$ cat config.mk
export PLATFORM = sky130hd
export DESIGN_NAME = fetch_sequencer
export DESIGN_NICKNAME = d
export VERILOG_FILES = /design/src/rtl/fetch_sequencer.sv
export SDC_FILE = /design/constraint.sdc
export NUM_CORES = 1
export LEC_CHECK = 0
export CAP_MARGIN = 20
export CORE_ASPECT_RATIO = 0.8
export CORE_MARGIN = 2
export CORE_UTILIZATION = 43
export CTS_BUF_LIST = sky130_fd_sc_hd__clkbuf_2 sky130_fd_sc_hd__clkbuf_4 sky130_fd_sc_hd__clkbuf_8
export DETAILED_ROUTE_END_ITERATION = 7
export HOLD_SLACK_MARGIN = 0.02
export MAX_ROUTING_LAYER = met4
export PLACE_DENSITY_LB_ADDON = 0.05
export SLEW_MARGIN = 0
export SYNTH_ARGS = -nofsm -noshare
export SYNTH_HDL_FRONTEND = slang
export SYNTH_SLANG_ARGS = --single-unit
$ cat constraint.sdc
create_clock -name clk -period 5.36 [get_ports clk]
set_input_delay 1.34 -clock clk [delete_from_list [all_inputs] [get_ports clk]]
set_output_delay 1.34 -clock clk [all_outputs]
set_load 0.05 [all_outputs]
$ cat src/rtl/fetch_sequencer.sv
// fetch_sequencer
//
// Owns the architectural PC. It fetches instructions through a memory port
// that uses request, grant and response handshakes and allows only one
// outstanding fetch. Each fetched word is handed to decode through a
// valid/ready output register.
//
// Ports:
//   clk, rst_n       - clock; asynchronous active-low reset, released synchronously
//   redirect_valid   - one-cycle pulse that changes control flow to redirect_pc
//   redirect_pc      - redirect target; bits [1:0] are ignored
//   imem_req         - fetch request; when high, imem_addr equals pc
//   imem_addr        - fetch address
//   imem_gnt         - the memory accepted the request this cycle
//   imem_rvalid      - response valid; arrives at least one cycle after the grant
//   imem_rdata       - instruction word of the response
//   if_valid         - if_pc / if_instr hold a live instruction
//   if_ready         - decode takes the held instruction this cycle
//   if_pc            - PC of the held instruction
//   if_pc_p_4        - if_pc + 4; the fall-through input of the next-PC select logic
//   if_instr         - held instruction word; NOP_INSTR when the slot is empty

module fetch_sequencer #(
  parameter logic [31:0] RESET_PC  = 32'h0000_0000,
  parameter logic [31:0] NOP_INSTR = 32'h0000_0013
) (
  input  logic        clk,
  input  logic        rst_n,
  input  logic        redirect_valid,
  input  logic [31:0] redirect_pc,
  output logic        imem_req,
  output logic [31:0] imem_addr,
  input  logic        imem_gnt,
  input  logic        imem_rvalid,
  input  logic [31:0] imem_rdata,
  output logic        if_valid,
  input  logic        if_ready,
  output logic [31:0] if_pc,
  output logic [31:0] if_pc_p_4,
  output logic [31:0] if_instr
);

  typedef enum logic [1:0] {
    ST_BOOT  = 2'd0,
    ST_FETCH = 2'd1,
    ST_WAIT  = 2'd2,
    ST_DRAIN = 2'd3   // a fetch made stale by a redirect is still outstanding
  } state_t;

  state_t      state_reg;
  logic [31:0] pc_reg;
  logic [31:0] fetch_addr_reg;
  logic        if_valid_reg;
  logic [31:0] if_pc_reg;
  logic [31:0] if_instr_reg;

  logic        slot_free;
  logic        granted;
  logic [31:0] redirect_target;

  // A request is only raised when the output slot is empty or is being
  // emptied this cycle. So a response never finds the slot occupied, and no
  // skid buffer is needed.
  assign slot_free       = !if_valid_reg || if_ready;
  assign imem_req        = (state_reg == ST_FETCH) && slot_free;
  assign imem_addr       = pc_reg;
  assign granted         = imem_req && imem_gnt;
  assign redirect_target = redirect_pc & 32'hFFFF_FFFC;

  assign if_valid  = if_valid_reg;
  assign if_pc     = if_pc_reg;
  assign if_pc_p_4 = if_pc_reg + 32'd4;
  assign if_instr  = if_instr_reg;

  always_ff @(posedge clk or negedge rst_n) begin
    if (!rst_n) begin
      state_reg      <= ST_BOOT;
      pc_reg         <= RESET_PC;
      fetch_addr_reg <= RESET_PC;
      if_valid_reg   <= 1'b0;
      if_pc_reg      <= RESET_PC;
      if_instr_reg   <= NOP_INSTR;
    end else begin
      // Decode consumed the held instruction. A reload later in this block
      // takes priority over this clear.
      if (if_valid_reg && if_ready) begin
        if_valid_reg <= 1'b0;
        if_instr_reg <= NOP_INSTR;
      end

      if (redirect_valid) begin
        // A redirect overrides every other event in this cycle. If a fetch
        // is still in flight, DRAIN swallows its response. pc is not advanced
        // even when the old address is granted in this cycle.
        pc_reg       <= redirect_target;
        if_valid_reg <= 1'b0;
        if_instr_reg <= NOP_INSTR;
        unique case (state_reg)
          ST_BOOT:  state_reg <= ST_FETCH;
          ST_FETCH: state_reg <= granted ? ST_DRAIN : ST_FETCH;
          ST_WAIT:  state_reg <= imem_rvalid ? ST_FETCH : ST_DRAIN;
          ST_DRAIN: state_reg <= imem_rvalid ? ST_FETCH : ST_DRAIN;
          default:  state_reg <= ST_BOOT;
        endcase
      end else begin
        unique case (state_reg)
          ST_BOOT: begin
            state_reg <= ST_FETCH;
          end
          ST_FETCH: begin
            if (granted) begin
              fetch_addr_reg <= pc_reg;
              pc_reg         <= pc_reg + 32'd4;  // wraps modulo 2^32
              state_reg      <= ST_WAIT;
            end
          end
          ST_WAIT: begin
            if (imem_rvalid) begin
              if_instr_reg <= imem_rdata;
              if_pc_reg    <= fetch_addr_reg;
              if_valid_reg <= 1'b1;
              state_reg    <= ST_FETCH;
            end
          end
          ST_DRAIN: begin
            if (imem_rvalid) begin
              state_reg <= ST_FETCH;
            end
          end
          default: begin
            state_reg <= ST_BOOT;
          end
        endcase
      end
    end
  end

endmodule
==> metrics.md, run 1 <==
| Metric | Value |
|---|---|
| Outcome | finished, final reports clean |
| Post-Synthesis Cell Area | between 5000 and 6000 um2 |
| HPWL Detailed | between 10 and 15 mm |
| Antenna Violating Nets Remaining | 0 |
| Power Density | 475 nW/um2 |
| Worst path max stage delay | approximately 0.8 ns |
| Chip height | about 110 um |
| Number of CTS-inserted buffers | 17 |
| Clk buf depth | 2 |
| Post-CTS sizing | 0 |
| Routed WL | between 15 and 20 mm |
| Crit-path cells | ha_1 -> and4_1 -> or3b_2 -> nor2_1 -> nand3_1 -> xnor2_1 -> clkdlybuf4s50_1 |
| Max Cap Viol | 0 |
| Max reg flops | 32 |
| Combinational power share | 0.422 |
| WL/cell | about 16 um |
| Met2 wire len | 7.01 mm |
| CTS H-tree depth | 4 |
| Layout cells sized above 1 | 0.109 |
| Synth Register Bits | ~130 |
| Finish-stage setup viols | 0 |
| Nature of the critical path startpoint | flop |
| Cell family with most CP delay | simple AND/OR/NAND/NOR gates |
| CTS tree | yes |
| Post-DR vias/cell | ~5 |
| Die area | around 14000 um2 |
| Fmax | 214 MHz |
| CP Data Required Time | 4.02 ns |
| Hold slack | 0.455 ns |
| Initial antenna violation count | 0 |
| Internal power | between 2000 and 2500 uW |
| Iteration-0 DRC Markers | between 200 and 250 |
| Rows | 37 |
| Final period util | 0.870 |
| Final Core Density | 0.635 |
| Total negative setup slack | 0 ns |
| Die W | approximately 130 um |
| Relative slew slack | 0.251 |
| Clock tree sinks | roughly 130 |
| CP Class | reg2out |
| Hold Crit Class | reg2reg |
| Final hold vios | 0 |
| Io pins | 200 |
| GR Util All Layers | 0.230 |
| Ant diodes | 0 |
| RSZ-0062 raised after global routing | no |
| Drt pass-1 iters | 4 |
| CP Data Arrival Time | roughly 3.3 ns |
| Core Area | approximately 13000 um2 |
| Psw | between 1500 and 2000 uW |
| Top layer in use | met4 |
| Slowest cell on crit path | clkdlybuf4s50_1 |
| Final WS setup | approximately 0.70 ns |
| Post-CTS Hold Buffers | 0 |
| Final Power | approximately 3900 uW |
| Worst-Margin Slew | 1.12 ns |
| Type of element capturing the critical path | output pin |
| Pre-CTS setup slack | between 1 and 1.5 ns |
| Initial Util | 0.443 |
| Largest net degree at the start of global routing | 73 |
| Slew Viols, Final | 0 |
| Nets@finish | approximately 820 |
| Met3 wire length | 698 um |
| Critical path peak fanout | 5 |
| Root buf cell | clkbuf_8 |
| Peak VDD IR | between 0.0003 and 0.0004 V |
| Skew-Pair Late Insertion Delay | 0.45 ns |
| Via count | about 4700 |
| Buffer and inverter count on the worst path | 1 |
| Seq/Total Area, Yosys | 0.545 |
| Tmin final | 4.66 ns |
| Total congestion overflow | 0 |
| I/O Buffers | 191 |
| Net Sw Frac | 0.426 |
| GPL Wtd Cong | a little over 0.8 |
| Worst Skew | ~0.012 ns |
| Post-CTS Setup Repair Bufs | 0 |
| Vias in the first global route | between 4000 and 5000 |
| Mapped Cells | between 500 and 600 |
| Synth unique cells | 39 |
| Remaining DRCs | 0 |
| Leakage | roughly 0.0035 uW |
| Met1 WL | about 7.3 mm |
| Syn_area_per_cell | about 10 um2 |
| Clock network power share | 0.226 |
| Area delta synth->final | 43.4% |
| First-pass GRT wire length | about 25 mm |
| Clk slew on worst S/H paths | about 0.070 ns |
| Yosys Warn Count | 0 |
| Register share of total power | 0.353 |
[cell usage in the layout, fill, tap and decap left out, types with 4 or more instances in the layout]
master             n
a22o_1            29
and3_1             6
and4_1             6
buf_4              5
clkbuf_8          20
clkdlybuf4s50_1  189
conb_1             6
dfrtp_1          122
inv_1              7
mux2_2            31
nand2_1          146
nand3_1           19
nand4_1           11
nor2_1            15
nor3_1             6
nor4_1            11
o21ai_0           31
or3_1              4
xnor2_1           37
xor2_1            19
[worst register-to-register path, stage by stage (launching register included)]
cell and delay, ns:
dfrtp_1 0.49, nand4_2 0.18, or3_1 0.54, or3_4 0.46, or4_1 0.47, nand4_1 0.10
[metal layers]
metal,track usage,vias up
met5,-,-
met4,0.0950,0
met3,0.0405,22
met2,0.348,135
met1,0.309,2270
li1,-,2281
[cell usage after synthesis]
cell | count | area [um2]
o21ai_0 | 31 | 155
nand4_1 | 11 | 68.8
nand4_2 | 1 | 12.5
nand3_2 | 1 | 10.0
or3_1 | 4 | 25.0
buf_2 | 2 | 10.0
and2_1 | 1 | 6.26
nor2b_1 | 1 | 6.26
nand2_1 | 146 | 548
dfrtp_1 | 122 | 3050
nor3_1 | 6 | 30.0
xnor2_1 | 37 | 324
or2_2 | 3 | 18.8
xor2_1 | 19 | 166
dfstp_2 | 3 | 78.8
nand2b_1 | 2 | 12.5
clkbuf_1 | 21 | 78.8
and3_1 | 6 | 37.5
nand3_1 | 19 | 95.1
buf_6 | 1 | 11.3
or3_4 | 1 | 11.3
inv_1 | 7 | 26.3
buf_4 | 6 | 45.0
mux2_2 | 31 | 349
or3b_2 | 1 | 8.76
and4_1 | 6 | 52.6
buf_1 | 1 | 3.75
and3_2 | 1 | 7.51
a22o_1 | 29 | 254
a21o_1 | 1 | 7.51
conb_1 | 1 | 3.75
mux2i_1 | 1 | 10.0
ha_1 | 2 | 25.0
a21oi_1 | 1 | 5.00
nor2_1 | 16 | 60.1
nand3b_1 | 3 | 22.5
or4_1 | 1 | 7.51
nor4_1 | 11 | 68.8
o22a_1 | 3 | 26.3
[worst paths after layout]
kind	slack, ns	end	cells after the start	start
max in group asynchronous	3.38	fetch_addr_reg[9]	2	rst_n
max	0.70	if_pc_p_4[24]	7	if_pc[3]
min	0.46	if_pc[9]	2	fetch_addr_reg[9]
max reg2reg	3.06	imem_addr[31]	5	imem_addr[11]
min reg2reg	0.46	if_pc[9]	2	fetch_addr_reg[9]
min in group asynchronous	1.04	if_instr[14]	1	rst_n
[area by class of cell]
cell class | instances | area [um2]
fill | 1055 | 4730
sequential | 125 | 3130
multi-input combinational | 402 | 2460
timing repair buffer | 197 | 1970
clock buffer | 22 | 290
tap | 175 | 219
clock inverter | 10 | 138
inverter | 7 | 26.3
[logic make-up (layout without fill, tap and decap cells)]
group                    count (synthesis)  in the layout  share of synthesized area
AND/OR/NAND/NOR                        241            241                      0.193
AO/OA/AOI/OAI                           65             65                     0.0780
flip-flops                             125            125                      0.545
multiplexers                            32             32                     0.0625
buffers and inverters                   38            236                     0.0305
XOR/XNOR                                56             56                     0.0854
adder cells (fa/ha/maj)                  2              2                    0.00436
other                                    1              6                   0.000653
[power groups by stage]
| stage | registers (uW) | clock network [uW] | logic [uW] |
|---|---|---|---|
| after global placement | 1380 | 0 | 1640 |
| after global routing | 1410 | 938 | 1730 |
| after CTS | 1380 | 904 | 1660 |
| after floorplan | 1750 | 0 | 689 |
| after detailed placement | 1390 | 0 | 1660 |
| final | 1380 | 883 | 1650 |
[metrics by stage]
| stage | std cells | instance area (um2) |
|---|---|---|
| 2_1_floorplan | 565 | 5760 |
| 3_3_place_gp | 904 | 7770 |
| 3_5_place_dp | 905 | 7780 |
| 4_1_cts | 937 | 8210 |
| 5_1_grt | 938 | 8230 |
| 6_report | 938 | 8230 |
No activity file was read; power rests on OpenSTA's default activity.
==> inputs of run 2 (changes only) <==
GPL_TIMING_DRIVEN = 0   (was not set)
==> metrics.md, run 2 (same netlist as run 1, synthesis figures left out) <==
| Metric | Value |
|---|---|
| Post-CTS Hold Buffers | 0 |
| Final period util | 0.900 |
| Power Density | around 460 nW/um2 |
| Max reg flops | 32 |
| Placed inst area | approximately 7900 um2 |
| Core Area | about 13000 um2 |
| CTS tree | yes |
| Final instance area | 8280 um2 |
| Most frequent cells in the layout | clkdlybuf4s50_1, nand2_1, dfrtp_1 |
| Root buf cell | clkbuf_8 |
| CP Data Arrival Time | between 3 and 4 ns |
| Pre-CTS setup slack | between 0.9 and 1 ns |
| First-pass GRT wire length | roughly 26 mm |
| Initial Util | 0.443 |
| Initial antenna violation count | 0 |
| Register share of total power | 0.365 |
| Finish-stage setup viols | 0 |
| Psw | about 1700 uW |
| Hold Crit Class | reg2reg |
| Chip height | about 110 um |
| Drt pass-1 iters | 4 |
| Skew-Pair Late Insertion Delay | ~0.44 ns |
| Antenna Violating Nets Remaining | 0 |
| Layout cells sized above 1 | 0.109 |
| Final WS setup | 0.536 ns |
| Tmin final | between 4 and 5 ns |
| Fmax | 207 MHz |
| Max Cap Viol | 0 |
| Via count | about 4900 |
| Nets@finish | ~850 |
| GR Util All Layers | 0.242 |
| WL/cell | about 17 um |
| CP Class | reg2out |
| Remaining DRCs | 0 |
| Outcome | finished, final reports clean |
| HPWL Detailed | about 12 mm |
| Total negative setup slack | 0 ns |
| Clk buf depth | 2 |
| Post-CTS Setup Repair Bufs | 0 |
| Internal power | between 2000 and 2500 uW |
| Number of CTS-inserted buffers | 17 |
| Largest net degree at the start of global routing | 65 |
| CP Data Required Time | approximately 4.0 ns |
| Die area | approximately 14000 um2 |
| Routed WL | approximately 16 mm |
| Nature of the critical path startpoint | flop |
| Post-CTS sizing | 0 |
| GPL Wtd Cong | between 0.8 and 0.9 |
| Net Sw Frac | 0.441 |
| Rows | 37 |
| CTS H-tree depth | 4 |
| Area delta synth->final | 44.1% |
| Combinational power share | 0.439 |
| Final hold vios | 0 |
| Slew Viols, Final | 0 |
| Most common cell after layout, fill and taps aside | clkdlybuf4s50_1 |
| Io pins | 200 |
| Clock network power share | 0.196 |
| Clk slew on worst S/H paths | around 0.080 ns |
| Total congestion overflow | 0 |
| RSZ-0062 raised after global routing | no |
| Leakage | 0.00355 uW |
| Ant diodes | 0 |
| Vias in the first global route | a little under 5000 |
| Worst-Margin Slew | 0.998 ns |
| Die W | approximately 130 um |
| Hold slack | 0.463 ns |
| Peak VDD IR | 0.000315 V |
| Clock tree sinks | 125 |
| Worst Skew | 0.0107 ns |
| Relative slew slack | 0.329 |
| Critical path peak fanout | 7 |
| I/O Buffers | between 150 and 200 |
| Iteration-0 DRC Markers | 262 |
| Type of element capturing the critical path | output pin |
| Post-DR vias/cell | between 5 and 6 |
run 2: cell count changes in the layout (fill, tap and decap cells not counted), moves of 2 or more:
cell / before / now
clkinv_4: 2 / 0
clkbuf_1: 0 / 21
clkbuf_8: 20 / 17
buf_6: 0 / 2
clkinvlp_4: 2 / 5
clkinv_2: 3 / 7
bufinv_16: 3 / 1
run 2: final timing paths:
path | startpoint | to | slack, ns | cells past startpoint
max | if_pc[4] | if_pc_p_4[17] | 0.54 | 6
min | fetch_addr_reg[13] | if_pc[13] | 0.46 | 2
max reg2reg | if_valid | fetch_addr_reg[14] | 3.03 | 6
min reg2reg | fetch_addr_reg[13] | if_pc[13] | 0.46 | 2
max in group asynchronous | rst_n | if_instr[1] | 3.73 | 2
min in group asynchronous | rst_n | if_instr[18] | 0.87 | 1
run 2: critical path, cell delays in order (launching register included):
cell and delay [ns]:
dfrtp_1 0.46, nand3_1 0.15, or2_2 0.35, nor4_1 0.86, and3_1 0.28, xor2_1 0.15, clkdlybuf4s50_1 0.82
run 2: metal layers:
metal | part of all wire | routed length (um) | track usage
met5 | 0 | 0 | -
met2 | 0.48 | 7710 | 0.376
met4 | 0.0087 | 141 | 0.0676
met1 | 0.46 | 7420 | 0.324
met3 | 0.055 | 891 | 0.0541
run 2: metrics by stage:
| stage | std cells | total power (uW) | util |
|---|---|---|---|
| 2_1_floorplan | 565 | 2440 | - |
| 3_3_place_gp | 931 | 3030 | 0.609 |
| 3_5_place_dp | 932 | 3060 | 0.611 |
| 4_1_cts | 964 | 3810 | 0.638 |
| 5_1_grt | 965 | 3960 | 0.639 |
| 6_report | 965 | 3780 | 0.639 |
run 2: final cells by class:
cell class	instances	area [um2]
Clock buffer	19	249
Timing Repair Buffer	193	1950
Multi-Input combinational cell	402	2450
Sequential cell	125	3130
Tap cell	175	219
Clock inverter	13	103
Fill cell	1056	4680
Buffer	31	149
Inverter	7	26.3
run 2: power by group through the flow:
stage                     clock, uW  sequential [uW]  combinational, uW
after floorplan                   0             1750                689
after global placement            0             1390               1640
after detailed placement          0             1400               1670
after CTS                       761             1380               1670
after global routing            805             1410               1740
final                           742             1380               1660
==> inputs of run 3 (changes only) <==
REMOVE_ABC_BUFFERS = 1   (was not set)
==> metrics.md, run 3 (same netlist as run 1, synthesis figures left out) <==
| Metric | Value |
|---|---|
| GR Util All Layers | 0.233 |
| Nature of the critical path startpoint | flop |
| Hold path depth | 2 |
| Area of the multi-input gates | between 2000 and 2500 um2 |
| Nets@finish | 820 |
| Register area | around 3100 um2 |
| Final WS setup | roughly 0.53 ns |
| Worst-Margin Slew | ~1.1 ns |
| Chip height | 107 um |
| Worst setup path startpoint | if_pc[4] |
| Hold slack | 0.466 ns |
| Drt pass-1 iters | 4 |
| Final Core Density | 0.630 |
| Post-CTS sizing | 0 |
| Post-CTS Hold Buffers | 0 |
| Tmin final | between 4 and 5 ns |
| Slowest cell on crit path | clkdlybuf4s50_1 |
| Critical path peak fanout | 7 |
| Clock tree sinks | ~130 |
| Reg2Reg Launch Point | imem_addr[8] |
| Final std cells w/o fill | between 900 and 1000 |
| Psw | approximately 1600 uW |
| Pre-CTS setup slack | approximately 1 ns |
| Initial antenna violation count | 0 |
| Io pins | 200 |
| Most common cell after layout, fill and taps aside | clkdlybuf4s50_1 |
| Outcome | finished, final reports clean |
| Die W | ~130 um |
| Vias in the first global route | approximately 4700 |
| HP Start | fetch_addr_reg[24] |
| Relative slew slack | 0.284 |
| Hold Crit Class | reg2reg |
| Internal power | around 2100 uW |
| Max reg flops | 32 |
| Skew-Pair Late Insertion Delay | roughly 0.43 ns |
| Register share of total power | 0.366 |
| R2R Setup Slk | approximately 3.0 ns |
| Leakage | roughly 0.0035 uW |
| Worst path max stage delay | 0.81 ns |
| HPWL Detailed | between 10 and 15 mm |
| GPL Wtd Cong | 0.827 |
| Peak VDD IR | ~0.0004 V |
| Combinational power share | 0.439 |
| Max Cap Viol | 0 |
| CP Data Arrival Time | about 3.5 ns |
| Final hold vios | 0 |
| Placed insts | 904 |
| Post-DR vias/cell | around 5.1 |
| CTS tree | yes |
| CP Data Required Time | roughly 4 ns |
| Clk buf depth | 2 |
| Layout cells sized above 1 | 0.106 |
| RSZ-0062 raised after global routing | no |
| Via count | ~4800 |
| WL/cell | 16.6 um |
| Clock network power share | 0.195 |
| Post-CTS Setup Repair Bufs | 0 |
| CP Class | reg2out |
| Initial Util | 0.443 |
| Filler cells | 1076 |
| Worst-case reg-to-reg path depth | 5 |
| Iteration-0 DRC Markers | roughly 360 |
| Ant diodes | 0 |
| Routed WL | ~15 mm |
| Rows | 37 |
| Most frequent cells in the layout | clkdlybuf4s50_1, nand2_1, dfrtp_1 |
| Root buf cell | clkbuf_8 |
| Die area | about 14000 um2 |
| I/O Buffers | around 190 |
| Type of element capturing the critical path | output pin |
| Worst Skew | just over 0.01 ns |
| Clk slew on worst S/H paths | around 0.070 ns |
| Largest net degree at the start of global routing | between 90 and 100 |
| Total congestion overflow | 0 |
| Final period util | 0.900 |
| Fmax | 207 MHz |
| Remaining DRCs | 0 |
| CTS H-tree depth | 4 |
| Area delta synth->final | 42.3% |
| Power Density | between 400 and 500 nW/um2 |
| Antenna Violating Nets Remaining | 0 |
| First-pass GRT wire length | between 20 and 30 mm |
| Slew Viols, Final | 0 |
| Finish-stage setup viols | 0 |
| Core Area | around 13000 um2 |
| Number of CTS-inserted buffers | 17 |
| Crit-path cells | nand3_1 -> or2_2 -> nor4_1 -> and3_1 -> xor2_1 -> clkdlybuf4s50_1 |
| Net Sw Frac | 0.435 |
[run 3: cell count changes in the layout (fill, tap and decap cells not counted), sizes merged]
cell and delta:
clkdlybuf4s50 -1, buf -6, bufinv -1, clkinvlp -5
clkinv -4, clkbuf -12
[run 3: stage by stage]
stage	area (um2)	TNS [ns]	power, uW
after global placement	7740	-329.24	3030
after floorplan	5610	0	2430
after CTS	8170	0	3800
after detailed placement	7820	0	3060
after global routing	8170	0	3950
final	8170	0	3780
[run 3: final timing paths]
path                            endpoint
setup reg to reg           imem_addr[31]
hold reg to reg                if_pc[24]
setup / recovery           if_pc_p_4[17]
max in group asynchronous      if_pc[25]
min in group asynchronous   if_instr[22]
hold / removal                 if_pc[24]
[run 3: worst max-delay path, delay by kind of cell (launching register included)]
family / cells / cell delay (ns)
xor+xnor: 1 / 0.14
buf+inv: 1 / 0.81
flops: 1 / 0.49
simple gates: 4 / 1.62
[run 3: layer usage]
layer / GRT usage / wire length, um
met5: - / 0
met3: 0.0537 / 822
met4: 0.0737 / 191
met2: 0.339 / 6950
met1: 0.327 / 7530
[run 3: cell type report]
type / instances / area share
flip-flops and latches: 125 / 0.383
multi-input cells: 402 / 0.301
repair buffers: 195 / 0.242
clock buffers: 29 / 0.0412
well taps: 175 / 0.0268
inverters: 7 / 0.00322
clock inverters: 3 / 0.00184
[run 3: power by group through the flow]
stage | clock network (uW) | logic (uW) | registers (uW)
final | 736 | 1660 | 1380
after global placement | 0 | 1640 | 1380
after CTS | 755 | 1670 | 1380
after floorplan | 0 | 678 | 1750
after detailed placement | 0 | 1660 | 1400
after global routing | 796 | 1730 | 1420
==> RTL change 1 (config.mk and constraints of run 3) <==
Make the reset (`rst_n`) synchronous in one clocked block. Comments in the files are not updated.
--- a/src/rtl/fetch_sequencer.sv
+++ b/src/rtl/fetch_sequencer.sv
@@ -72,7 +72,7 @@
   assign if_pc_p_4 = if_pc_reg + 32'd4;
   assign if_instr  = if_instr_reg;
 
-  always_ff @(posedge clk or negedge rst_n) begin
+  always_ff @(posedge clk) begin
     if (!rst_n) begin
       state_reg      <= ST_BOOT;
       pc_reg         <= RESET_PC;
Function: differs if rst_n is asserted again (counterexample within 4 cycles, from zero or initial values and one cycle with rst_n low); with rst_n held inactive, the same outputs for 4 cycles.
==> RTL change 1 against run 3 <==
Synthesized cell count rose by 38%; via count increased by 30%; routed wire length is 18% higher; area after synthesis increased by 2.5%; die area rose by 2.4%; first-iteration DRC count up 16%; cell area increased by 2.3%; setup slack improved by 0.29 ns; fmax up 6.3%; sequential cell count unchanged; cell count increased by 21%; critical endpoint is now if_pc_p_4[23]; largest cell class is now multi-input combinational cells.
Power is not compared: it rests on default switching activity, and its combinational part moved more than twofold at a synthesized area within 25%.
==> RTL change 1: results <==
group,metric,value,unit
setup_path,cp_max_fo,9,
logic_synthesis,ys_types,46,
routing,via_per_inst,5.49,
grt,grt_usage,25.5,%
routing,wl_met1,8730,um
routing,wirelength,18300,um
logic_synthesis,synthXorXnorAreaFrac,4.91,%
routing,firstDrtPassIters,6,
setup_path,critPathMaxStageDelay,0.84,ns
setup_path,cp_data_arrival_time,3.20,ns
logic_synthesis,ys_seq_area_share,42.5,%
cts,cts_setup_buffers,0,
placed_design,hpwl,13100,um
routing,wl_met2,8080,um
logic_synthesis,synth_mux_area_share,0,%
logic_synthesis,synth_area_leaders,"dfxtp_1, nand2_1, a21oi_1",
hold_path,hold_start,"fetch_addr_reg[29]$_SDFFE_PN0P_",
cts,cts_root_buf,"clkbuf_8",
timing,relSlewSlack,29.2,%
cts,cts.repair.resized,0,
logic_synthesis,synth_common_cells,"nand2_1, dfxtp_1, a21oi_1",
grt,grt_max_degree,71,
logic_synthesis,synth_compound_area_share,15.9,%
grt,gr-usage-met2,37.7,%
routing,route.met3.wl,1240,um
layout,nNetsFinal,1010,
routing,drt_iter0_markers,422,
grt,grt_pass1_wl,28700,um
grt,gr-usage-met1,35.7,%
layout,drive_gt1_share,5.16,%
grt,grt_use_met3,5.53,%
placed_design,portBuffers,191,
placed_design,place_congestion,0.896,
setup_path,r2r_start,"state_reg[0]$_SDFFE_PN0P_",
timing,skew,0.00929,ns
logic_synthesis,synth_fa_ha_area_share,0.425,%
setup_path,critPathLaunch,"if_pc[2]$_SDFFE_PN0P_",
outcome,status,"finished, final reports clean",
grt,grt_pass1_vias,5505,
logic_synthesis,async_reset_ff_share,0,%
RTL change 1: cell types whose count changed in the layout (fill, tap and decap cells not counted), moves of 10 or more:
cell      change
a31oi_1      +13
dfxtp_1     +125
dfrtp_1     -122
or4_1        +10
clkbuf_4     -10
nand2_1      +29
xnor2_1      -22
a22o_1       -29
nor3_1       +20
nand3_1      +39
a21oi_1      +92
mux2_2       -31
RTL change 1: power groups by stage:
stage	Clock (mW)	Combinational [mW]	Sequential [mW]
global route	0.906	0.278	0.997
floorplan	0	0.0777	1.06
finish	0.850	0.263	0.993
global placement	0	0.249	1.01
CTS	0.867	0.261	0.992
detailed placement	0	0.260	1.01
RTL change 1: cells by family after synthesis:
logic type	after synthesis
flops	125
xor+xnor	33
simple gates	373
other cells	1
compound gates	164
fa+ha+maj	2
buf+inv	77
RTL change 1: path summary, 6_finish.rpt:
path              depth (start not counted)                          to  slack (ns)
setup / recovery                          5               if_pc_p_4[23]        0.82
hold reg to reg                           2      if_pc[29]$_SDFFE_PN0P_        0.45
setup reg to reg                          5  imem_addr[31]$_SDFFE_PN0P_        3.02
hold / removal                            2      if_pc[29]$_SDFFE_PN0P_        0.45
RTL change 1: area by class of cell:
type | instances | area [sq um]
fill | 1193 | 5100
multi-input combinational | 578 | 3080
sequential | 125 | 2500
timing repair buffer | 202 | 2090
clock buffer | 19 | 262
tap | 180 | 225
clock inverter | 12 | 145
inverter | 14 | 53.8
RTL change 1: metrics by stage:
step                      cell area (sq um)  worst slack (ns)  cells
final                                  8360             0.821   1130
after global routing                   8360             0.591   1130
after CTS                              8330             0.765   1128
after detailed placement               7920             0.379   1097
after global placement                 7760             -1.59   1088
after floorplan                        5620              1.32    717
==> RTL change 2 (config.mk and constraints of run 3) <==
Without the edit above. `NOP_INSTR`: 32'h0000_0013 -> 32'h00000010.
--- a/src/rtl/fetch_sequencer.sv
+++ b/src/rtl/fetch_sequencer.sv
@@ -22,7 +22,7 @@
 
 module fetch_sequencer #(
   parameter logic [31:0] RESET_PC  = 32'h0000_0000,
-  parameter logic [31:0] NOP_INSTR = 32'h0000_0013
+  parameter logic [31:0] NOP_INSTR = 32'h00000010
 ) (
   input  logic        clk,
   input  logic        rst_n,
Formal check against the unedited RTL: not equivalent (a bounded check fails within 4 cycles, from zero or initial values and one cycle with rst_n low).
==> RTL change 2 against run 3 <==
Power is 5.0% higher; non-clock buffer count is 2 higher; cell area is 1.4% higher; routed wire length is 4.0% lower; sequential cell count stayed put; setup slack worse by 0.020 ns; area after synthesis is 0.31% lower; fmax is 0.41% lower; first-iteration DRC count is 43% lower; critical endpoint is now if_pc_p_4[24]; highest routed layer unchanged.
==> RTL change 2: results <==
group,metric,value,unit
placed_design,portBuffers,191,
placed_design,hpwl,10800,um
cts,cts.reportedPaths.clkPinSlew,0.06,ns
cts,clk_latency,0.43,ns
cts,clock_path_buffers,2,
cts,cts.repair.resized,0,
grt,grt_pass1_wl,23600,um
placed_design,placedCellCount,848,
routing,route.vias.total,4545,
routing,wirelength,14900,um
cts,cts_root_buf,"clkbuf_8",
setup_path,cpMaxStageDelayCell,"clkdlybuf4s50_1",
setup_path,cp_data_arrival_time,3.51,ns
routing,firstDrtPassIters,4,
logic_synthesis,syn_inst,501,
grt,antenna_found_initial,0,
logic_synthesis,async_reset_ff_share,100,%
logic_synthesis,synth_common_cells,"dfrtp_1, nand2_1, mux2_2",
layout,nNetsFinal,766,
cts,cts_setup_buffers,0,
pwr,leakagePower,3.48,nW
pwr,ir_worst_vdd,0.427,mV
logic_synthesis,ys_seq_area_share,54.7,%
layout,largest_reg_flops,32,
layout,antenna_cells,0,
layout,drive_gt1_share,15.3,%
grt,grt_usage,22.0,%
logic_synthesis,yosysWarnings,0,
pwr,p_sw,1.68,mW
timing,relSlewSlack,39.5,%
cts,htree_levels,4,
setup_path,cp_max_fo,5,
hold_path,hp-class,"reg2reg",
logic_synthesis,ys_types,37,
routing,wl_per_cell,16.9,um
logic_synthesis,synth_area_leaders,"dfrtp_1, mux2_2, xnor2_1",
placed_design,place_congestion,0.808,
routing,drt_iter0_markers,206,
outcome,status,"finished, final reports clean",
logic_synthesis,ys.flop_type,"dfrtp_1",
cts,numCtsBuffers,17,
grt,grt_max_degree,67,
timing,skew,0.0125,ns
setup_path,critPathMaxStageDelay,0.83,ns
setup_path,critical_path.top_delay_family,"simple AND/OR/NAND/NOR gates",
RTL change 2: per-layer routing:
metal / up-vias / part of all wire, % / global-route usage [%]
li1: 2136 / - / -
met1: 2253 / 47 / 29.8
met2: 140 / 46 / 33.3
met3: 16 / 5.7 / 5.25
met4: 0 / 1.0 / 5.91
met5: - / 0 / -
RTL change 2: per-stage QoR:
step	hold slack, ns	setup slack [ns]	cell area (sq um)
after global routing	0.510	0.315	8290
final	0.472	0.514	8290
after CTS	0.476	0.426	8250
after global placement	0.451	-2.45	7740
after floorplan	0.444	1.06	5610
after detailed placement	0.467	0.916	7850
RTL change 2: logic make-up after synthesis:
| group | after synthesis | synth area share (%) |
|---|---|---|
| simple gates | 155 | 13.7 |
| fa+ha+maj | 2 | 0.437 |
| other cells | 1 | 0.0655 |
| flops | 125 | 54.7 |
| compound gates | 66 | 7.85 |
| xor+xnor | 56 | 8.57 |
| mux | 60 | 11.8 |
| buf+inv | 36 | 2.93 |
RTL change 2: worst reg2reg max path, delay by kind of cell (launching register included):
| family | cells | cell delay [ns] |
|---|---|---|
| xor gates and xnor gates | 1 | 0.17 |
| DFF | 1 | 0.48 |
| muxes | 1 | 0.27 |
| and+or+nand+nor | 3 | 1.32 |
RTL change 2: final cells by class:
type	count	area (sq um)
fillers	1029	4630
flip-flops and latches	125	3130
multi-input cells	345	2460
repair buffers	197	2040
clock buffers	24	318
well taps	175	219
clock inverters	7	85.1
inverters	8	30.0
RTL change 2: worst paths after layout:
| check | from | endpoint | slack [ns] | cells after the start |
|---|---|---|---|---|
| min in group asynchronous | rst_n | fetch_addr_reg[8]$_DFFE_PN0P_ | 0.89 | 1 |
| max in group asynchronous | rst_n | if_pc[25]$_DFFE_PN0P_ | 3.74 | 2 |
| setup reg to reg | imem_addr[7]$_DFFE_PN0P_ | imem_addr[14]$_DFFE_PN0P_ | 2.99 | 5 |
| hold reg to reg | if_instr[4]$_DFF_PN1_ | if_instr[4]$_DFF_PN1_ | 0.47 | 2 |
| setup / recovery | if_pc[3]$_DFFE_PN0P_ | if_pc_p_4[24] | 0.51 | 7 |
| hold / removal | if_instr[4]$_DFF_PN1_ | if_instr[4]$_DFF_PN1_ | 0.47 | 2 |
RTL change 2: power groups by stage:
stage / combinational, mW / sequential, mW / clock (mW)
2_1_floorplan: 0.727 / 1.78 / 0
3_3_place_gp: 1.74 / 1.39 / 0
3_5_place_dp: 1.76 / 1.40 / 0
4_1_cts: 1.77 / 1.39 / 0.852
5_1_grt: 1.82 / 1.42 / 0.896
6_report: 1.75 / 1.38 / 0.827
